===== src/rtl/memory_access_pkg.sv =====
// ============================================================================
// memory_access_pkg : shared state encodings and defaults for the MEM stage
// Rev 1.0
// ============================================================================
`default_nettype none

package memory_access_pkg;

    typedef enum logic [1:0] {
        ST_IDLE   = 2'b00,
        ST_ACCESS = 2'b01,
        ST_DONE   = 2'b10,
        ST_ERR    = 2'b11
    } state_t;

    localparam int unsigned DEFAULT_TIMEOUT = 16;

endpackage

`default_nettype wire


===== src/rtl/access_timer.sv =====
// ============================================================================
// access_timer : clearable/enabled cycle counter with terminal-count compare
// Rev 1.0
// ============================================================================
`default_nettype none

module access_timer
    import memory_access_pkg::*;
#(
    parameter int unsigned CNT_W          = 8,
    parameter int unsigned TIMEOUT_CYCLES = DEFAULT_TIMEOUT
) (
    input  logic clk,
    input  logic rst,
    input  logic clr_i,
    input  logic en_i,
    output logic expired_o
);

    localparam logic [CNT_W-1:0] LAST_COUNT = CNT_W'(TIMEOUT_CYCLES - 1);

    logic [CNT_W-1:0] cnt_q;

    always_ff @(posedge clk or negedge rst) begin
        if (!rst) begin
            cnt_q <= '0;
        end else if (clr_i) begin
            cnt_q <= '0;
        end else if (en_i) begin
            cnt_q <= cnt_q + CNT_W'(1);
        end
    end

    assign expired_o = (cnt_q == LAST_COUNT);

endmodule

`default_nettype wire


===== src/rtl/memory_access_ctrl.sv =====
// ============================================================================
// memory_access_ctrl : MEM-stage handshake with multi-cycle data memory,
//                      pipeline stall generation and registered load data
// Rev 1.0
// ============================================================================
`default_nettype none

module memory_access_ctrl
    import memory_access_pkg::*;
#(
    parameter int unsigned TIMEOUT_CYCLES = DEFAULT_TIMEOUT,
    parameter int unsigned CNT_W          = 8
) (
    input  logic        clk,
    input  logic        rst,
    input  logic        MemRead_in,
    input  logic        MemWrite_in,
    input  logic [15:0] Addr_in,
    input  logic [15:0] WrData_in,
    input  logic        mem_done,
    input  logic [15:0] mem_rdata,
    output logic        mem_en,
    output logic        mem_wr,
    output logic [15:0] mem_addr,
    output logic [15:0] mem_wdata,
    output logic [15:0] mem_out,
    output logic        mem_stall,
    output logic        align_err,
    output logic        timeout_err
);

    state_t      state_q, state_d;
    logic        wr_q;
    logic [15:0] mem_out_q;

    logic        req;
    logic        in_idle;
    logic        issue;
    logic        capture;
    logic        timer_clr;
    logic        timer_en;
    logic        timer_expired;

    assign req     = MemRead_in | MemWrite_in;
    assign in_idle = (state_q == ST_IDLE);

    // Request-side decodes are gated by rst so outputs sit at reset values
    // even while EX/MEM keeps presenting a request during reset.
    assign issue     = rst & in_idle & req & ~Addr_in[0];
    assign align_err = rst & in_idle & req &  Addr_in[0];

    assign capture   = (state_q == ST_ACCESS) & mem_done & ~wr_q;
    assign timer_clr = issue;
    assign timer_en  = (state_q == ST_ACCESS) & ~mem_done;

    access_timer #(
        .CNT_W          (CNT_W),
        .TIMEOUT_CYCLES (TIMEOUT_CYCLES)
    ) u_timer (
        .clk       (clk),
        .rst       (rst),
        .clr_i     (timer_clr),
        .en_i      (timer_en),
        .expired_o (timer_expired)
    );

    always_comb begin
        state_d = state_q;
        case (state_q)
            ST_IDLE:   if (issue) state_d = ST_ACCESS;
            ST_ACCESS: begin
                if (mem_done) begin
                    state_d = ST_DONE;
                end else if (timer_expired) begin
                    state_d = ST_ERR;
                end
            end
            ST_DONE:   state_d = ST_IDLE;
            ST_ERR:    state_d = ST_ERR;
            default:   state_d = ST_IDLE;
        endcase
    end

    always_ff @(posedge clk or negedge rst) begin
        if (!rst) begin
            state_q   <= ST_IDLE;
            wr_q      <= 1'b0;
            mem_out_q <= 16'h0000;
        end else begin
            state_q <= state_d;
            if (issue) begin
                wr_q <= MemWrite_in;
            end
            if (capture) begin
                mem_out_q <= mem_rdata;
            end
        end
    end

    assign mem_en      = issue;
    assign mem_wr      = issue & MemWrite_in;
    assign mem_addr    = Addr_in;
    assign mem_wdata   = WrData_in;
    assign mem_out     = mem_out_q;
    assign mem_stall   = issue | (state_q == ST_ACCESS) | (state_q == ST_ERR);
    assign timeout_err = (state_q == ST_ERR);

endmodule

`default_nettype wire


===== config.mk =====
export PLATFORM = sky130hd
export DESIGN_NAME = memory_access_ctrl
export DESIGN_NICKNAME = d
export VERILOG_FILES = /design/src/rtl/memory_access_pkg.sv /design/src/rtl/access_timer.sv /design/src/rtl/memory_access_ctrl.sv
export SDC_FILE = /design/constraint.sdc
export NUM_CORES = 1
export LEC_CHECK = 0
export CORE_MARGIN = 3
export CORE_UTILIZATION = 25
export CTS_CLUSTER_SIZE = 10
export DETAILED_ROUTE_END_ITERATION = 7
export DONT_BUFFER_PORTS = 1
export GPL_ROUTABILITY_DRIVEN = 0
export HOLD_SLACK_MARGIN = 0.15
export PLACE_DENSITY = 0.35
export SYNTH_ARGS = -nofsm -noshare
export SYNTH_HDL_FRONTEND = slang
export SYNTH_SLANG_ARGS = --single-unit
export TNS_END_PERCENT = 5

===== constraint.sdc =====
create_clock -name clk -period 3.9 [get_ports clk]
set_input_delay 0.78 -clock clk [delete_from_list [all_inputs] [get_ports clk]]
set_output_delay 0.78 -clock clk [all_outputs]
set_load 0.05 [all_outputs]

==> impl_metrics.env, run 1 <==
export IMPL_status="completed"
export IMPL_clkTransAtPathRegs_ns=0.09
export IMPL_fin_skew_ns=0.00240
export IMPL_start_kind="flop"
export IMPL_dpl_hpwl_microns=1910
export IMPL_synth_area_leader_cell="dfrtp_1"
export IMPL_die_h_microns=81
export IMPL_grt_max_degree=30
export IMPL_cts_resized=0
export IMPL_ant_nets=0
export IMPL_synth_nets=177
export IMPL_cts_setup_buffers=0
export IMPL_power_density_mw_per_mm2=855
export IMPL_die_area_sq_mm=0.00656
export IMPL_routed_wl_met2_microns=1190
export IMPL_rsz0062_at_grt="no"
export IMPL_finalCriticalPeriod_ns=2.50
export IMPL_required_ns=3.12
export IMPL_drive_above_1_share_pct=26.6
export IMPL_dr_first_iter_drc_count=11
export IMPL_synth_distinct_cells=28
export IMPL_cts_tree="done"
export IMPL_fin_crit_sh_pct=64.2
export IMPL_critical_path_top_delay_family="simple AND/OR/NAND/NOR gates"
export IMPL_io_pins=106
export IMPL_synth_area_top_cells="dfrtp_1 48%, buf_4 18%, mux2_2 14%"
export IMPL_finalSetupViolCount=0
export IMPL_leakage_nw=0.539
export IMPL_grt_pass1_wl_microns=4050
export IMPL_syn_area_per_cell_sq_um=11.4
export IMPL_yosys_area_top_type_share_pct=48.0
export IMPL_dp_cells=160
export IMPL_avgRoutedWirePerCell_microns=15.7
export IMPL_postCtsHoldBufs=0
export IMPL_yosysSeqAreaShare_pct=48.0
export IMPL_hold_violations=0
export IMPL_critPathArrivalTime_ns=1.72
export IMPL_area_growth_syn_to_layout_pct=-6.85
export IMPL_stdcell_count=164
export IMPL_drv_slew=0
export IMPL_drt_met1_wl_microns=976
export IMPL_first_pass_iters=2
export IMPL_worstPathCellList="o21bai_1, nor4b_2, buf_4, or2_2"
export IMPL_cp_max_fo=12
export IMPL_drv_cap=0
export IMPL_fp_dieW_microns=81
export IMPL_htreeDepth=1
export IMPL_worstMarginPinSlew_ns=1.19
export IMPL_start_util_pct=26.7
export IMPL_crit_buf_inv=1
export IMPL_async_flop_share_pct=100
export IMPL_highest_layer="met4"
export IMPL_overflow=0
export IMPL_ys_seq_elements=27
export IMPL_setup_tns_ns=0
export IMPL_diodes=0
export IMPL_slew_headroom_pct=20.2
export IMPL_min_path_type="in2async"
export IMPL_drc_errors=0
export IMPL_cp_end_kind="output pin"
export IMPL_ir_worst_vdd_mv=0.344
export IMPL_num_rows=26
export IMPL_root_buffer="clkbuf_8"
export IMPL_cts_buffers=3
export IMPL_slowest_stage="dfrtp_1"
export IMPL_cts_sinks=27
export IMPL_insertion_delay_ns=0.27
export IMPL_grt_pass1_vias=826
export IMPL_totalWireLength_microns=2580
export IMPL_synthMostInstantiatedCell="buf_4"
export IMPL_synth_area_sq_mm=0.00141
export IMPL_yosys_warnings=0
export IMPL_vias=749
export IMPL_fmax_ghz=0.400
export IMPL_critPathKind="reg2out"
export IMPL_synth_main_ff_cell="dfrtp_1"
export IMPL_synth_edf_count=0
export IMPL_clk_path_buf_depth=2
export IMPL_viasPerCell=4.57
export IMPL_port_buffers=0
export IMPL_slowest_delay_ns=0.42
export IMPL_core_area_sq_mm=0.00527
export IMPL_num_nets_final=149
export IMPL_synth_common_cells="33 x buf_4, 27 x dfrtp_1, 17 x mux2_2"
export IMPL_met3_length_microns=348
export IMPL_fill_cells=567
export IMPL_synthCells=123
export IMPL_grt_use_total_pct=7.95
export IMPL_antenna_found_initial=0
-- flip-flops by register name, summed over array words and instances (netlist names) --
signal         count
mem_out           16
u_timer.cnt_q      8
state_q            2
wr_q               1
-- report_power, final --
| group | total (W) | switching [W] | internal [W] |
|---|---|---|---|
| registers | 0.000762 | 0.000381 | 0.000381 |
| clock network | 0.000160 | 0.0000866 | 0.0000732 |
| logic | 0.000199 | 0.0000903 | 0.000109 |
-- cell families (layout without fill, tap and decap cells) --
group                    after synthesis  count (layout)  share of synthesized area, %
multiplexers                          18              18                          14.3
XOR/XNOR                               1               1                         0.623
AND/OR/NAND/NOR                       25              25                          11.5
flip-flops                            27              27                          48.0
buffers and inverters                 36               7                          18.6
adder cells (fa/ha/maj)                1               1                         0.890
AO/OA/AOI/OAI                         15              15                          6.05
-- final timing paths --
path	start	endpoint	slack (ns)	cells past startpoint
worst max-delay path	state_q[1]	mem_stall	1.40	4
worst min-delay path	rst	mem_out[10]	0.19	0
worst max register to register	state_q[1]	mem_out[6]	1.80	3
worst min register to register	wr_q	wr_q	0.53	1
max in group asynchronous	rst	u_timer.cnt_q[6]	3.64	0
min in group clk	wr_q	wr_q	0.53	1
-- cell usage in the layout (no fill, tap or decap), types with 2 or more instances in the layout --
cell      instances
or3_1             5
nand4_1           2
mux2_2           17
nor2_1            4
a21oi_1           6
o21ai_0           5
dfrtp_1          27
or4_1             2
and2_1            2
clkbuf_8          3
nand3_1           2
-- cell type report --
cell class	count	area, sq um	area share (%)
clock buffers	4	45.0	3.44
inverters	1	3.75	0.287
multi-input cells	60	475	36.3
flip-flops and latches	27	676	51.6
well taps	70	87.6	6.69
repair buffers	2	22.5	1.72
-- metrics by stage --
| step | worst slack [ns] | total power (W) | hold WS [ns] | instance area [sq um] | utilization (%) |
|---|---|---|---|---|---|
| final | 1.40 | 0.00112 | 0.192 | 1310 | 24.9 |
| after floorplan | 1.34 | 0.00101 | 0.484 | 1410 | - |
| after CTS | 1.37 | 0.00114 | 0.178 | 1310 | 24.9 |
| after detailed placement | 1.42 | 0.000973 | 0.485 | 1260 | 24.0 |
| after global placement | 1.44 | 0.000970 | 0.485 | 1260 | 24.0 |
| after global routing | 1.29 | 0.00118 | 0.172 | 1310 | 24.9 |
-- layer usage --
layer	up-vias	global-route usage, %
met4	0	3.72
met5	-	0
met3	12	3.66
li1	332	-
met1	360	9.12
met2	45	12.6
-- worst register-to-register path: stages, from the launching register on --
cell	delay [ns]
dfrtp_1	0.42
nand2b_1	0.19
nor3b_2	0.95
mux2_2	0.44
Note: power is estimated with default switching activity, not from simulation.
==> run 2, diff against run 1 <==
clock period = 2.4 ns   (was 3.9 ns; I/O delays follow)
==> impl_metrics.env, run 2 (same netlist as run 1, synthesis figures left out) <==
export IMPL_status="completed"
export IMPL_cts_setup_buffers=0
export IMPL_worstMarginPinSlew_ns=0.495
export IMPL_grt_use_met1_pct=9.82
export IMPL_core_area_sq_mm=0.00527
export IMPL_dr_first_iter_drc_count=23
export IMPL_num_rows=26
export IMPL_fmax_ghz=0.452
export IMPL_regArea_sq_um=676
export IMPL_start_kind="flop"
export IMPL_die_h_microns=81
export IMPL_htreeDepth=1
export IMPL_drc_errors=0
export IMPL_totalWireLength_microns=2630
export IMPL_largest_reg_flops=16
export IMPL_fin_crit_sh_pct=92.1
export IMPL_grt_use_met2_pct=11.3
export IMPL_clkTransAtPathRegs_ns=0.09
export IMPL_netSwitchingFraction_pct=49.8
export IMPL_p_sw_w=0.000918
export IMPL_finalSetupViolCount=0
export IMPL_insertion_delay_ns=0.27
export IMPL_die_area_sq_mm=0.00656
export IMPL_fill_cells=569
export IMPL_cts_sinks=27
export IMPL_vias=784
export IMPL_num_nets_final=154
export IMPL_port_buffers=0
export IMPL_min_path_type="in2reg"
export IMPL_grt_max_degree=28
export IMPL_overflow=0
export IMPL_ant_nets=0
export IMPL_root_buffer="clkbuf_8"
export IMPL_setup_tns_ns=0
export IMPL_fin_skew_ns=0.00419
export IMPL_critPathArrivalTime_ns=1.73
export IMPL_ir_worst_vdd_mv=0.543
export IMPL_slew_headroom_pct=67.2
export IMPL_grt_pass1_wl_microns=3960
export IMPL_mostFrequentLayoutCells="27 x dfrtp_1, 17 x mux2_2, 6 x a21oi_1"
export IMPL_globalRouteMet3Util_pct=4.21
export IMPL_fin_hold_ws_ns=0.353
export IMPL_cts_tree="done"
export IMPL_cts_resized=0
export IMPL_avgRoutedWirePerCell_microns=15.5
export IMPL_required_ns=1.92
export IMPL_fp_dieW_microns=81
export IMPL_cts_buffers=3
export IMPL_clk_path_buf_depth=2
export IMPL_power_frac_clock_pct=14.0
export IMPL_drv_slew=0
export IMPL_rsz0062_at_grt="no"
export IMPL_pwr_share_comb_pct=18.7
export IMPL_dpl_hpwl_microns=1950
export IMPL_critPathKind="reg2out"
export IMPL_grt_use_total_pct=7.88
export IMPL_antenna_found_initial=0
export IMPL_cp_end_kind="output pin"
export IMPL_drv_cap=0
export IMPL_leakage_nw=0.572
export IMPL_viasPerCell=4.64
export IMPL_drive_above_1_share_pct=30.3
export IMPL_io_pins=106
export IMPL_final_common_cell="dfrtp_1"
export IMPL_grt_pass1_vias=805
export IMPL_cp_max_fo=5
export IMPL_first_pass_iters=4
export IMPL_p_seq_share_pct=67.3
export IMPL_hold_violations=0
export IMPL_multi_input_area_sq_um=475
export IMPL_finalCriticalPeriod_ns=2.21
export IMPL_intPower_w=0.000923
export IMPL_diodes=0
export IMPL_busiest_layer="met2"
export IMPL_area_growth_syn_to_layout_pct=-3.02
export IMPL_power_density_mw_per_mm2=1350
export IMPL_start_util_pct=26.7
## run 2: cell types whose count changed in the layout (fill, tap and decap cells not counted), sizes merged
cell         previous run  this run
buf                     2         6
clkbuf                  4         3
clkinv                  0         1
dlygate4sd3             0         1
## run 2: what timing repair did
| item | 4_1_cts | 5_1_grt |
|---|---|---|
| endpoints found under the hold margin | 27 | 0 |
| setup endpoints to repair | 0 | 0 |
| hold buffers | 2 | 0 |
## run 2: final timing paths
| check | start | end | slack (ns) | cells after the start |
|---|---|---|---|---|
| max in group asynchronous | rst | u_timer.cnt_q[0] | 1.62 | 2 |
| worst max-delay path | state_q[1] | mem_wr | 0.19 | 4 |
| worst min-delay path | mem_rdata[12] | mem_out[12] | 0.35 | 1 |
| worst min register to register | wr_q | wr_q | 0.54 | 1 |
| worst max register to register | state_q[1] | wr_q | 0.61 | 4 |
| min in group asynchronous | rst | mem_out[10] | 0.63 | 2 |
## run 2: metrics by stage
step                      power, W  setup slack [ns]  std cells  util (%)  cell area [sq um]
after floorplan            0.00164             0.436        123         -               1410
after detailed placement   0.00159             0.451        163      24.4               1290
final                      0.00184             0.189        169      25.9               1360
after global routing       0.00195            0.0374        169      25.9               1360
after CTS                  0.00186             0.137        169      25.9               1360
after global placement     0.00158             0.519        163      24.4               1290
## run 2: per-layer routing
metal / vias to the layer above / wire length (microns)
li1: 348 / -
met1: 377 / 1030
met2: 47 / 1170
met3: 12 / 363
met4: 0 / 59
met5: - / 0
## run 2: worst max-delay path, cell delays in order (launching register included)
cell and delay (ns):
dfrtp_1 0.42, o21bai_1 0.19, nor4b_2 0.46, and2_1 0.19, buf_4 0.19
## run 2: power by group through the flow
stage               sequential, W  clock, W  combinational [W]
floorplan                 0.00121         0           0.000434
global placement          0.00125         0           0.000328
detailed placement        0.00125         0           0.000339
CTS                       0.00125  0.000267           0.000353
global route              0.00127  0.000296           0.000386
finish                    0.00124  0.000257           0.000345
## run 2: final cells by class
class,count,area share [%]
sequential,27,49.5
multi-input combinational,60,34.9
tap,70,6.42
timing repair buffer,7,5.50
clock buffer,3,3.03
clock inverter,1,0.367
inverter,1,0.275
==> run 3, diff against run 2 <==
GPL_ROUTABILITY_DRIVEN = not set   (was 0)
==> results of run 3 <==
The final DEF is identical to that of run 2; final timing and power are the same.
